===== config.mk =====
export PLATFORM = sky130hd
export DESIGN_NAME = pcss_link_bridge_flat
export DESIGN_NICKNAME = d
export VERILOG_FILES = /design/src/rtl/pcss_link_bridge_if.sv /design/src/rtl/pcss_link_bridge.sv /design/src/flat_wrapper.sv
export SDC_FILE = /design/constraint.sdc
export NUM_CORES = 1
export LEC_CHECK = 0
export ABC_AREA = 1
export CAP_MARGIN = 10
export CORE_MARGIN = 4
export CORE_UTILIZATION = 45
export CTS_CLUSTER_DIAMETER = 120
export CTS_CLUSTER_SIZE = 30
export DETAILED_ROUTE_END_ITERATION = 10
export PLACE_DENSITY = 0.82
export SETUP_SLACK_MARGIN = 0.05
export SYNTH_ARGS = -nofsm -noshare
export SYNTH_HDL_FRONTEND = slang
export SYNTH_SLANG_ARGS = --single-unit

===== constraint.sdc =====
create_clock -name clk -period 2.5 [get_ports clk]
set_clock_uncertainty 0.2 [all_clocks]
set_input_delay 0.625 -clock clk [delete_from_list [all_inputs] [get_ports clk]]
set_output_delay 0.625 -clock clk [all_outputs]
set_load 0.1 [all_outputs]

===== src/rtl/pcss_link_bridge_if.sv =====
// Bundle of the host AXI-Stream pair, the PCSS link flit port and the tik line.
// The bridge connects through the slave modport; the environment uses master.
interface pcss_link_bridge_if #(
   parameter int DATA_WIDTH     = 64,
   parameter int CHIPDATA_WIDTH = 16,
   parameter int TIK_CNT_W      = 8
);
   logic [DATA_WIDTH-1:0]     S_AXIS_send_tdata;
   logic                      S_AXIS_send_tvalid;
   logic [DATA_WIDTH/8-1:0]   S_AXIS_send_tkeep;
   logic                      S_AXIS_send_tready;
   logic [DATA_WIDTH-1:0]     M_AXIS_recv_tdata;
   logic                      M_AXIS_recv_tvalid;
   logic                      M_AXIS_recv_tlast;
   logic                      M_AXIS_recv_tready;
   logic [CHIPDATA_WIDTH-1:0] send_data_out;
   logic                      send_data_valid;
   logic                      send_data_par;
   logic                      send_data_ready;
   logic                      send_data_err;
   logic [CHIPDATA_WIDTH-1:0] recv_data_in;
   logic                      recv_data_valid;
   logic                      recv_data_par;
   logic                      recv_data_ready;
   logic                      recv_data_err;
   logic                      tik;
   logic [TIK_CNT_W-1:0]      tik_cnt;

   modport slave (
      input  S_AXIS_send_tdata, S_AXIS_send_tvalid, S_AXIS_send_tkeep,
      output S_AXIS_send_tready,
      output M_AXIS_recv_tdata, M_AXIS_recv_tvalid, M_AXIS_recv_tlast,
      input  M_AXIS_recv_tready,
      output send_data_out, send_data_valid, send_data_par,
      input  send_data_ready, send_data_err,
      input  recv_data_in, recv_data_valid, recv_data_par,
      output recv_data_ready, recv_data_err,
      input  tik,
      output tik_cnt
   );

   modport master (
      output S_AXIS_send_tdata, S_AXIS_send_tvalid, S_AXIS_send_tkeep,
      input  S_AXIS_send_tready,
      input  M_AXIS_recv_tdata, M_AXIS_recv_tvalid, M_AXIS_recv_tlast,
      output M_AXIS_recv_tready,
      input  send_data_out, send_data_valid, send_data_par,
      output send_data_ready, send_data_err,
      output recv_data_in, recv_data_valid, recv_data_par,
      input  recv_data_ready, recv_data_err,
      output tik,
      input  tik_cnt
   );
endinterface


===== src/rtl/pcss_link_bridge.sv =====
// Host AXI-Stream <-> PCSS link bridge: word/flit serdes plus tik edge counter.
// Define PCSS_LINK_PARITY_EN to enable flit parity, CHECK-state retransmit and recv_data_err.
module pcss_link_bridge #(
   parameter int DATA_WIDTH     = 64,
   parameter int CHIPDATA_WIDTH = 16,
   parameter int TIK_CNT_W      = 8
) (
   input logic               clk,
   input logic               rst_n,
   pcss_link_bridge_if.slave bus
);

   localparam int R  = DATA_WIDTH / CHIPDATA_WIDTH;
   localparam int KW = (R > 1) ? $clog2(R) : 1;
   localparam logic [KW-1:0] K_LAST = KW'(R - 1);

   typedef enum logic [1:0] {
      TX_IDLE  = 2'd0,
      TX_SEND  = 2'd1,
      TX_CHECK = 2'd2
   } tx_state_e;

   tx_state_e                 tx_state_q, tx_state_d;
   logic [DATA_WIDTH-1:0]     tx_word_q, tx_word_d;
   logic [KW-1:0]             tx_k_q, tx_k_d;
   logic                      tx_adv;
   logic [CHIPDATA_WIDTH-1:0] tx_flit;

   logic [KW-1:0]             rx_cnt_q, rx_cnt_d;
   logic [DATA_WIDTH-1:0]     rx_asm_q, rx_asm_d;
   logic [DATA_WIDTH-1:0]     m_data_q, m_data_d;
   logic                      m_valid_q, m_valid_d;
   logic                      m_last_q, m_last_d;
   logic                      rx_err_q, rx_err_d;
   logic                      rx_ready, rx_accept, rx_bad;
   logic [DATA_WIDTH-1:0]     rx_word;

   logic                      tik_dly_q, tik_dly_d;
   logic [TIK_CNT_W-1:0]      tik_cnt_q, tik_cnt_d;

   // The word register shifts left on every finished flit, so the current flit is always on top.
   assign tx_flit = tx_word_q[DATA_WIDTH-1 -: CHIPDATA_WIDTH];

`ifdef PCSS_LINK_PARITY_EN
   assign tx_adv = (tx_state_q == TX_CHECK) && !bus.send_data_err;
   assign rx_bad = bus.recv_data_par != ^bus.recv_data_in;
`else
   assign tx_adv = (tx_state_q == TX_SEND) && bus.send_data_ready;
   assign rx_bad = 1'b0;
   logic unused_parity_inputs;
   assign unused_parity_inputs = ^{bus.send_data_err, bus.recv_data_par};
`endif

   // NOTE: every _d gets its default before the case, so no path leaves it unassigned (no latch).
   always_comb begin
      tx_state_d = tx_state_q;
      tx_word_d  = tx_word_q;
      tx_k_d     = tx_k_q;
      unique case (tx_state_q)
         TX_IDLE: begin
            if (bus.S_AXIS_send_tvalid && (bus.S_AXIS_send_tkeep != '0)) begin
               tx_word_d  = bus.S_AXIS_send_tdata;
               tx_k_d     = '0;
               tx_state_d = TX_SEND;
            end
         end
         TX_SEND: begin
`ifdef PCSS_LINK_PARITY_EN
            if (bus.send_data_ready) tx_state_d = TX_CHECK;
`endif
         end
         TX_CHECK: tx_state_d = TX_SEND;
         default:  tx_state_d = TX_IDLE;
      endcase
      if (tx_adv) begin
         if (tx_k_q == K_LAST) begin
            tx_state_d = TX_IDLE;
         end else begin
            tx_k_d     = tx_k_q + KW'(1);
            tx_word_d  = tx_word_q << CHIPDATA_WIDTH;
            tx_state_d = TX_SEND;
         end
      end
   end

   // Holding the last flit off while a word is still parked keeps the output register from overrunning.
   assign rx_ready  = !((rx_cnt_q == K_LAST) && m_valid_q);
   assign rx_accept = bus.recv_data_valid && rx_ready;
   assign rx_word   = {rx_asm_q[DATA_WIDTH-CHIPDATA_WIDTH-1:0], bus.recv_data_in};

   always_comb begin
      rx_cnt_d  = rx_cnt_q;
      rx_asm_d  = rx_asm_q;
      m_data_d  = m_data_q;
      m_valid_d = m_valid_q;
      m_last_d  = m_last_q;
      rx_err_d  = rx_accept && rx_bad;
      if (m_valid_q && bus.M_AXIS_recv_tready) m_valid_d = 1'b0;
      if (rx_accept && !rx_bad) begin
         rx_asm_d = rx_word;
         if (rx_cnt_q == K_LAST) begin
            m_data_d  = rx_word;
            m_last_d  = &rx_word;
            m_valid_d = 1'b1;
            rx_cnt_d  = '0;
         end else begin
            rx_cnt_d = rx_cnt_q + KW'(1);
         end
      end
   end

   always_comb begin
      tik_dly_d = bus.tik;
      tik_cnt_d = tik_cnt_q;
      if (tik_dly_q && !bus.tik) tik_cnt_d = tik_cnt_q + TIK_CNT_W'(1);
   end

   // NOTE: state updates use non-blocking assignments so every flop samples pre-edge values.
   always_ff @(posedge clk or negedge rst_n) begin
      if (!rst_n) begin
         tx_state_q <= TX_IDLE;
         tx_word_q  <= '0;
         tx_k_q     <= '0;
         rx_cnt_q   <= '0;
         rx_asm_q   <= '0;
         m_data_q   <= '0;
         m_valid_q  <= 1'b0;
         m_last_q   <= 1'b0;
         rx_err_q   <= 1'b0;
         tik_dly_q  <= 1'b0;
         tik_cnt_q  <= '0;
      end else begin
         tx_state_q <= tx_state_d;
         tx_word_q  <= tx_word_d;
         tx_k_q     <= tx_k_d;
         rx_cnt_q   <= rx_cnt_d;
         rx_asm_q   <= rx_asm_d;
         m_data_q   <= m_data_d;
         m_valid_q  <= m_valid_d;
         m_last_q   <= m_last_d;
         rx_err_q   <= rx_err_d;
         tik_dly_q  <= tik_dly_d;
         tik_cnt_q  <= tik_cnt_d;
      end
   end

   // Both readies are gated by rst_n so they read 0 throughout reset, not just after the first edge.
   assign bus.S_AXIS_send_tready = rst_n && (tx_state_q == TX_IDLE);
   assign bus.recv_data_ready    = rst_n && rx_ready;
   assign bus.send_data_valid    = (tx_state_q == TX_SEND);
   assign bus.send_data_out      = bus.send_data_valid ? tx_flit : '0;
`ifdef PCSS_LINK_PARITY_EN
   assign bus.send_data_par      = ^bus.send_data_out;
`else
   assign bus.send_data_par      = 1'b0;
`endif
   assign bus.recv_data_err      = rx_err_q;
   assign bus.M_AXIS_recv_tdata  = m_data_q;
   assign bus.M_AXIS_recv_tvalid = m_valid_q;
   assign bus.M_AXIS_recv_tlast  = m_last_q;
   assign bus.tik_cnt            = tik_cnt_q;

endmodule


===== src/flat_wrapper.sv =====
// flat-port wrapper written by rule: the top's interface ports become plain ports
module pcss_link_bridge_flat 
#(
   parameter int DATA_WIDTH     = 64,
   parameter int CHIPDATA_WIDTH = 16,
   parameter int TIK_CNT_W      = 8
)
  (clk, rst_n, bus_S_AXIS_send_tdata, bus_S_AXIS_send_tvalid, bus_S_AXIS_send_tkeep, bus_S_AXIS_send_tready, bus_M_AXIS_recv_tdata, bus_M_AXIS_recv_tvalid, bus_M_AXIS_recv_tlast, bus_M_AXIS_recv_tready, bus_send_data_out, bus_send_data_valid, bus_send_data_par, bus_send_data_ready, bus_send_data_err, bus_recv_data_in, bus_recv_data_valid, bus_recv_data_par, bus_recv_data_ready, bus_recv_data_err, bus_tik, bus_tik_cnt);
  pcss_link_bridge_if #(.DATA_WIDTH(DATA_WIDTH), .CHIPDATA_WIDTH(CHIPDATA_WIDTH), .TIK_CNT_W(TIK_CNT_W)) bus_i ();
  input logic clk;
  input logic rst_n;
  input wire logic [$bits(bus_i.S_AXIS_send_tdata)-1:0] bus_S_AXIS_send_tdata;
  input wire logic [$bits(bus_i.S_AXIS_send_tvalid)-1:0] bus_S_AXIS_send_tvalid;
  input wire logic [$bits(bus_i.S_AXIS_send_tkeep)-1:0] bus_S_AXIS_send_tkeep;
  output wire logic [$bits(bus_i.S_AXIS_send_tready)-1:0] bus_S_AXIS_send_tready;
  output wire logic [$bits(bus_i.M_AXIS_recv_tdata)-1:0] bus_M_AXIS_recv_tdata;
  output wire logic [$bits(bus_i.M_AXIS_recv_tvalid)-1:0] bus_M_AXIS_recv_tvalid;
  output wire logic [$bits(bus_i.M_AXIS_recv_tlast)-1:0] bus_M_AXIS_recv_tlast;
  input wire logic [$bits(bus_i.M_AXIS_recv_tready)-1:0] bus_M_AXIS_recv_tready;
  output wire logic [$bits(bus_i.send_data_out)-1:0] bus_send_data_out;
  output wire logic [$bits(bus_i.send_data_valid)-1:0] bus_send_data_valid;
  output wire logic [$bits(bus_i.send_data_par)-1:0] bus_send_data_par;
  input wire logic [$bits(bus_i.send_data_ready)-1:0] bus_send_data_ready;
  input wire logic [$bits(bus_i.send_data_err)-1:0] bus_send_data_err;
  input wire logic [$bits(bus_i.recv_data_in)-1:0] bus_recv_data_in;
  input wire logic [$bits(bus_i.recv_data_valid)-1:0] bus_recv_data_valid;
  input wire logic [$bits(bus_i.recv_data_par)-1:0] bus_recv_data_par;
  output wire logic [$bits(bus_i.recv_data_ready)-1:0] bus_recv_data_ready;
  output wire logic [$bits(bus_i.recv_data_err)-1:0] bus_recv_data_err;
  input wire logic [$bits(bus_i.tik)-1:0] bus_tik;
  output wire logic [$bits(bus_i.tik_cnt)-1:0] bus_tik_cnt;
  assign bus_i.S_AXIS_send_tdata = bus_S_AXIS_send_tdata;
  assign bus_i.S_AXIS_send_tvalid = bus_S_AXIS_send_tvalid;
  assign bus_i.S_AXIS_send_tkeep = bus_S_AXIS_send_tkeep;
  assign bus_S_AXIS_send_tready = bus_i.S_AXIS_send_tready;
  assign bus_M_AXIS_recv_tdata = bus_i.M_AXIS_recv_tdata;
  assign bus_M_AXIS_recv_tvalid = bus_i.M_AXIS_recv_tvalid;
  assign bus_M_AXIS_recv_tlast = bus_i.M_AXIS_recv_tlast;
  assign bus_i.M_AXIS_recv_tready = bus_M_AXIS_recv_tready;
  assign bus_send_data_out = bus_i.send_data_out;
  assign bus_send_data_valid = bus_i.send_data_valid;
  assign bus_send_data_par = bus_i.send_data_par;
  assign bus_i.send_data_ready = bus_send_data_ready;
  assign bus_i.send_data_err = bus_send_data_err;
  assign bus_i.recv_data_in = bus_recv_data_in;
  assign bus_i.recv_data_valid = bus_recv_data_valid;
  assign bus_i.recv_data_par = bus_recv_data_par;
  assign bus_recv_data_ready = bus_i.recv_data_ready;
  assign bus_recv_data_err = bus_i.recv_data_err;
  assign bus_i.tik = bus_tik;
  assign bus_tik_cnt = bus_i.tik_cnt;
  pcss_link_bridge #(.DATA_WIDTH(DATA_WIDTH), .CHIPDATA_WIDTH(CHIPDATA_WIDTH), .TIK_CNT_W(TIK_CNT_W)) u_core (.clk(clk), .rst_n(rst_n), .bus(bus_i));
endmodule

==> flow_metrics.py, run 1 <==
metrics = {
    "global_routing": {
        "gr-usage-met1_pct": 27.64,
        "track_usage_pct": 20.69,
        "use_met2_pct": 33.94,
        "grt_antenna_before_repair": 0,
        "grt.busiest_layer": "met2",
        "use_met3_pct": 3.955,
        "grt_pass1_vias": 7112,
        "grt_max_degree": 108,
        "grt_pass1_wl_mm": 35.91,
        "grt_overflow": 0,
    },
    "floorplan": {
        "ioPinCount": 192,
        "dieArea_sq_um": 21260,
        "rows": 50,
        "core_sq_um": 18710,
        "dieWidth_um": 145.8,
        "initial_utilization_pct": 45.69,
        "die_h_um": 145.8,
    },
    "clock_network": {
        "clock_path_buffers": 2,
        "post_cts_resized": 0,
        "clkLatencyLatePin_ps": 430,
        "htree_levels": 4,
        "root_buffer": "clkbuf_16",
        "postCtsSetupBuffers": 0,
        "cts_tree": "built",
        "cts.sinks": 192,
        "hold_buffers": 0,
        "cts_buffers": 17,
        "clk_pin_slew_ps": 70,
    },
    "yosys": {
        "ys_async_sr_fraction_pct": 100.0,
        "ys_seq_area_share_pct": 56.22,
        "synth_compound_area_share_pct": 6.003,
        "synth.top_cell.area_share_pct": 56.22,
        "synth-simple-area-share_pct": 28.02,
        "synth_commonest_cells": "nand2_1, dfrtp_1, inv_1, o21ai_0, nor2_1",
        "synth_seq_cells": 192,
        "synth_fa_ha_area_share_pct": 0.4392,
        "synth_flop_cell": "dfrtp_1",
        "ys_warn_count": 0,
        "ys_top_cells_by_area": "dfrtp_1, nand2_1, o21ai_0, inv_1, nand3b_1",
        "yosys.cell_count.top_type": "nand2_1",
        "ys_types": 26,
        "synth.area.mux_share_pct": 0.1318,
        "synth_top_family_by_area": "simple AND/OR/NAND/NOR gates",
        "synthXorXnorAreaFrac_pct": 0.6149,
        "yosysTopAreaCell": "dfrtp_1",
        "syn_inst": 1035,
        "synth_edf_count": 0,
        "synth_area_sq_um": 8546,
        "avgSynthCellArea_sq_um": 8.257,
    },
    "sta": {
        "holdWs_ps": 38.78,
        "setup_tns_ps": 0,
        "post-route-period-util_pct": 94.29,
        "drv_slew": 0,
        "tightest_slew_ps": 661.6,
        "setup_viol": 0,
        "period_needed_ps": 2357,
        "rsz0062_at_grt": "no",
        "finalHoldViolations": 0,
        "fmax_mhz": 424.2,
        "slew_headroom_pct": 55.89,
    },
    "cells_and_area": {
        "nets": 1303,
        "seq_area_sq_um": 4808,
        "synthToLayoutAreaGrowth_pct": 31.76,
        "fillers": 1582,
        "n_antenna_cell": 0,
        "finish.utilization_pct": 60.19,
        "drive_gt1_share_pct": 13.73,
        "multiInputGateArea_sq_um": 3042,
    },
    "placement": {
        "port_buffers": 187,
        "place_congestion": 0.8327,
        "hpwl_mm": 15.20,
    },
    "run_status": {
        "status": "finished, final reports clean",
    },
    "worst_setup_path": {
        "critPathMaxFanout": 22,
        "crit_path_end_kind": "output pin",
        "crit_type": "reg2out",
        "start_kind": "flip-flop",
        "cp.arrival_ps": 1530,
        "required_ps": 1670,
    },
    "min_path": {
        "hold_path.class": "in2async",
    },
    "detailed_routing": {
        "routedWlPerCell_um": 14.93,
        "ant_nets": 0,
        "firstDrtPassIters": 5,
        "vias": 7160,
        "drt_iter0_drc": 584,
        "vias_per_cell": 4.938,
        "drcViolationCount": 0,
        "routed_wirelength_mm": 21.64,
    },
    "run": {
        "drv_cap": 0,
    },
}
[critical path: stages (launching register included)]
cell	delay (ps)
dfrtp_4	630
nand2_1	190
clkinvlp_4	120
buf_12	170
[cell families after synthesis]
family                   count (synthesis)
other                                    1
buffers and inverters                  168
AND/OR/NAND/NOR                        563
multiplexers                             1
XOR/XNOR                                 6
flip-flops                             192
AO/OA/AOI/OAI                          101
adder cells (fa/ha/maj)                  3
[cell usage in the layout, fill, tap and decap left out, types with 3 or more instances in the layout]
cell type        netlist  routed
xor2_1                 4       4
buf_12                 0      24
nor2_4                 1       5
inv_2                  4       4
clkinvlp_4             0       9
ha_1                   3       3
dfrtp_1              192     191
nand2_1              393     393
nor2_1                59      57
nand3_1               53      53
o21ai_0               98      98
buf_4                 11      87
inv_6                  0       4
nand3b_1              49      49
clkdlybuf4s50_1        0      93
inv_1                107      98
clkbuf_16              0      17
clkinv_8               0       4
[layout make-up]
| cell class | instances | share of cell area (%) |
|---|---|---|
| clock inverters | 13 | 1.289 |
| well taps | 234 | 2.600 |
| clock buffers | 19 | 3.934 |
| repair buffers | 205 | 18.46 |
| multi-input cells | 676 | 27.01 |
| inverters | 111 | 4.000 |
| flip-flops and latches | 192 | 42.70 |
[per-stage QoR]
step                      std cells  setup slack (ps)  cell area, sq um
final                          1450             142.8             11260
after global placement         1418             157.4             10670
after detailed placement       1418             132.1             10670
after CTS                      1450             108.3             11260
after floorplan                1036             75.62              8602
after global routing           1450             76.69             11260
[state kept, by name, summed over array words and instances (netlist names)]
name / flops
u_core.bus.M_AXIS_recv_tdata: 64
u_core.tx_word_q: 64
u_core.rx_asm_q: 48
u_core.bus.tik_cnt: 8
u_core.rx_cnt_q: 2
u_core.tx_k_q: 2
u_core.bus.M_AXIS_recv_tlast: 1
u_core.bus.M_AXIS_recv_tvalid: 1
u_core.tik_dly_q: 1
u_core.tx_state_q: 1
[routing by layer]
metal | up-vias | share of wire, %
met3 | 36 | 4.6
li1 | 3523 | -
met4 | 0 | 2.6
met1 | 3421 | 44
met5 | - | 0
met2 | 180 | 48
[path summary, 6_finish.rpt]
kind                                 startpoint                                to  slack, ps  depth (start not counted)
min in group clk           u_core.tx_word_q[47]              u_core.tx_word_q[63]        280                          2
max reg2reg                  u_core.rx_cnt_q[0]      u_core.bus.M_AXIS_recv_tlast        530                          9
max in group asynchronous                 rst_n              u_core.tx_state_q[0]       1460                          2
min reg2reg                u_core.tx_word_q[47]              u_core.tx_word_q[63]        280                          2
min                                       rst_n  u_core.bus.M_AXIS_recv_tdata[61]         40                          2
max                        u_core.tx_state_q[0]              bus_send_data_out[0]        140                          3
Power of run 1 is left out: the tool's default activity adds up to more than one toggle a clock period on the data nets, which glitch-free logic cannot reach.
==> run 2, diff against run 1 <==
--- a/config.mk
+++ b/config.mk
@@ -7,13 +7,15 @@
 export LEC_CHECK = 0
 export ABC_AREA = 1
 export CAP_MARGIN = 10
-export CORE_MARGIN = 4
+export CORE_MARGIN = 3
 export CORE_UTILIZATION = 45
 export CTS_CLUSTER_DIAMETER = 120
 export CTS_CLUSTER_SIZE = 30
 export DETAILED_ROUTE_END_ITERATION = 10
+export GPL_ROUTABILITY_DRIVEN = 0
 export PLACE_DENSITY = 0.82
 export SETUP_SLACK_MARGIN = 0.05
 export SYNTH_ARGS = -nofsm -noshare
 export SYNTH_HDL_FRONTEND = slang
 export SYNTH_SLANG_ARGS = --single-unit
+export TNS_END_PERCENT = 20
==> run 2 against run 1 <==
  * Die area down 2.7%
  * Utilization up 1.0 points
  * Non-clock buffer count down 1
  * Global-route usage up 0.49 points
  * Register-to-register slack better by 20 ps
  * Cell count down 0.41%
  * Via count down 1.1%
==> flow_metrics.py, run 2 (same netlist as run 1, synthesis figures left out) <==
metrics = {
    "floorplan": {
        "dieArea_sq_um": 20680,
        "dieWidth_um": 143.8,
        "core_sq_um": 18330,
        "initial_utilization_pct": 46.62,
        "die_h_um": 143.8,
        "rows": 49,
        "ioPinCount": 192,
    },
    "sta": {
        "setup_viol": 0,
        "slew_headroom_pct": 45.71,
        "period_needed_ps": 2351,
        "setup_tns_ps": 0,
        "fmax_mhz": 425.4,
        "tightest_slew_ps": 813.4,
        "rsz0062_at_grt": "no",
        "finalHoldViolations": 0,
        "drv_slew": 0,
        "post-route-period-util_pct": 94.02,
    },
    "global_routing": {
        "grt_overflow": 0,
        "grt_pass1_vias": 6708,
        "track_usage_pct": 21.18,
        "grt_pass1_wl_mm": 34.67,
        "grt_antenna_before_repair": 0,
        "grt_max_degree": 143,
    },
    "worst_setup_path": {
        "slowest_stage": "dfrtp_4",
        "path_cells": "nand2_1 > clkinvlp_4 > buf_12",
        "crit_path_end_kind": "output pin",
        "rr_startpoint": "u_core.rx_cnt_q[0]",
        "r2r_setup_slack_ps": 550,
        "start_kind": "flip-flop",
        "slowest_delay_ps": 630,
        "critPathMaxFanout": 22,
        "worstRegToRegCells": 7,
        "required_ps": 1670,
        "cp.arrival_ps": 1530,
        "crit_type": "reg2out",
        "r2r_end": "u_core.rx_asm_q[38]",
    },
    "cells_and_area": {
        "nets": 1302,
        "layout_commonest_cell": "nand2_1",
        "drive_gt1_share_pct": 13.74,
        "layout_common_cells": "nand2_1, dfrtp_1, inv_1, o21ai_0, clkdlybuf4s50_1",
        "synthToLayoutAreaGrowth_pct": 31.33,
        "n_antenna_cell": 0,
        "fillers": 1525,
    },
    "detailed_routing": {
        "vias": 7083,
        "wl_met3_mm": 1.006,
        "ant_nets": 0,
        "drt_iter0_drc": 626,
        "routed_wirelength_mm": 21.29,
        "vias_per_cell": 4.905,
        "top_layer_used": "met4",
        "routedWlPerCell_um": 14.75,
        "drt-met1-wl_mm": 9.995,
        "drcViolationCount": 0,
        "wl_met2_mm": 10.04,
        "firstDrtPassIters": 6,
    },
    "clock_network": {
        "cts_buffers": 17,
        "post_cts_resized": 0,
        "cts_tree": "built",
        "hold_buffers": 0,
        "clock_path_buffers": 2,
        "clkLatencyLatePin_ps": 440,
        "postCtsSetupBuffers": 0,
        "root_buffer": "clkbuf_16",
        "cts.sinks": 192,
        "htree_levels": 4,
        "clk_pin_slew_ps": 70,
    },
    "min_path": {
        "hold_path.class": "in2async",
    },
    "placement": {
        "port_buffers": 187,
        "hpwl_mm": 15.08,
    },
    "run_status": {
        "status": "finished, final reports clean",
    },
    "run": {
        "drv_cap": 0,
    },
}
run 2: changes by cell type in the layout (fill, tap and decap cells not counted):
cell,previous run,this run
clkinvlp_4,9,10
clkinv_2,1,2
buf_12,24,23
clkinv_8,4,2
inv_6,4,5
inv_8,2,4
clkinv_4,2,0
clkbuf_1,1,0
run 2: critical path: cells and delay by family (launching register included):
kind / cells / cell delay [ps]
flip-flops: 1 / 630
buffers and inverters: 2 / 290
AND/OR/NAND/NOR: 1 / 180
run 2: per-stage QoR:
stage | cell area [sq um] | setup slack [ps] | hold slack (ps) | std cells | util [%]
after floorplan | 8602 | 75.62 | 129.4 | 1036 | -
after global placement | 10650 | 115.6 | 254.5 | 1412 | 58.07
after detailed placement | 10650 | 54.75 | 257.0 | 1412 | 58.07
after CTS | 11220 | 125.2 | 205.7 | 1444 | 61.22
after global routing | 11220 | 57.63 | 226.9 | 1444 | 61.22
final | 11220 | 149.4 | 187.5 | 1444 | 61.22
run 2: worst max path at each step:
stage / start / to / slack [ps] / depth (start not counted)
CTS: u_core.tx_state_q[0] / bus_send_data_out[1] / 130 / 3
finish: u_core.tx_state_q[0] / bus_send_data_out[1] / 150 / 3
detailed placement: bus_S_AXIS_send_tkeep[1] / u_core.tx_word_q[60] / 50 / 8
global placement: bus_S_AXIS_send_tkeep[3] / u_core.tx_word_q[32] / 120 / 8
global route: u_core.rx_cnt_q[0] / bus_recv_data_ready / 60 / 5
floorplan: u_core.tx_state_q[0] / bus_send_data_out[0] / 80 / 4
run 2: area by class of cell:
cell class              instances  area, sq um  share of cell area, %
flip-flops and latches        192         4808                  42.84
multi-input cells             676         3042                  27.10
repair buffers                204         2058                  18.34
inverters                     111        450.4                  4.013
clock buffers                  18        439.2                  3.913
well taps                     229        286.5                  2.553
clock inverters                14        138.9                  1.237
run 2: metal layers:
metal / track usage [%] / vias to the layer above
li1: - / 3521
met1: 31.04 / 3354
met2: 32.88 / 187
met3: 3.760 / 21
met4: 5.451 / 0
met5: 0 / -
Power of run 2 is left out for the same reason.
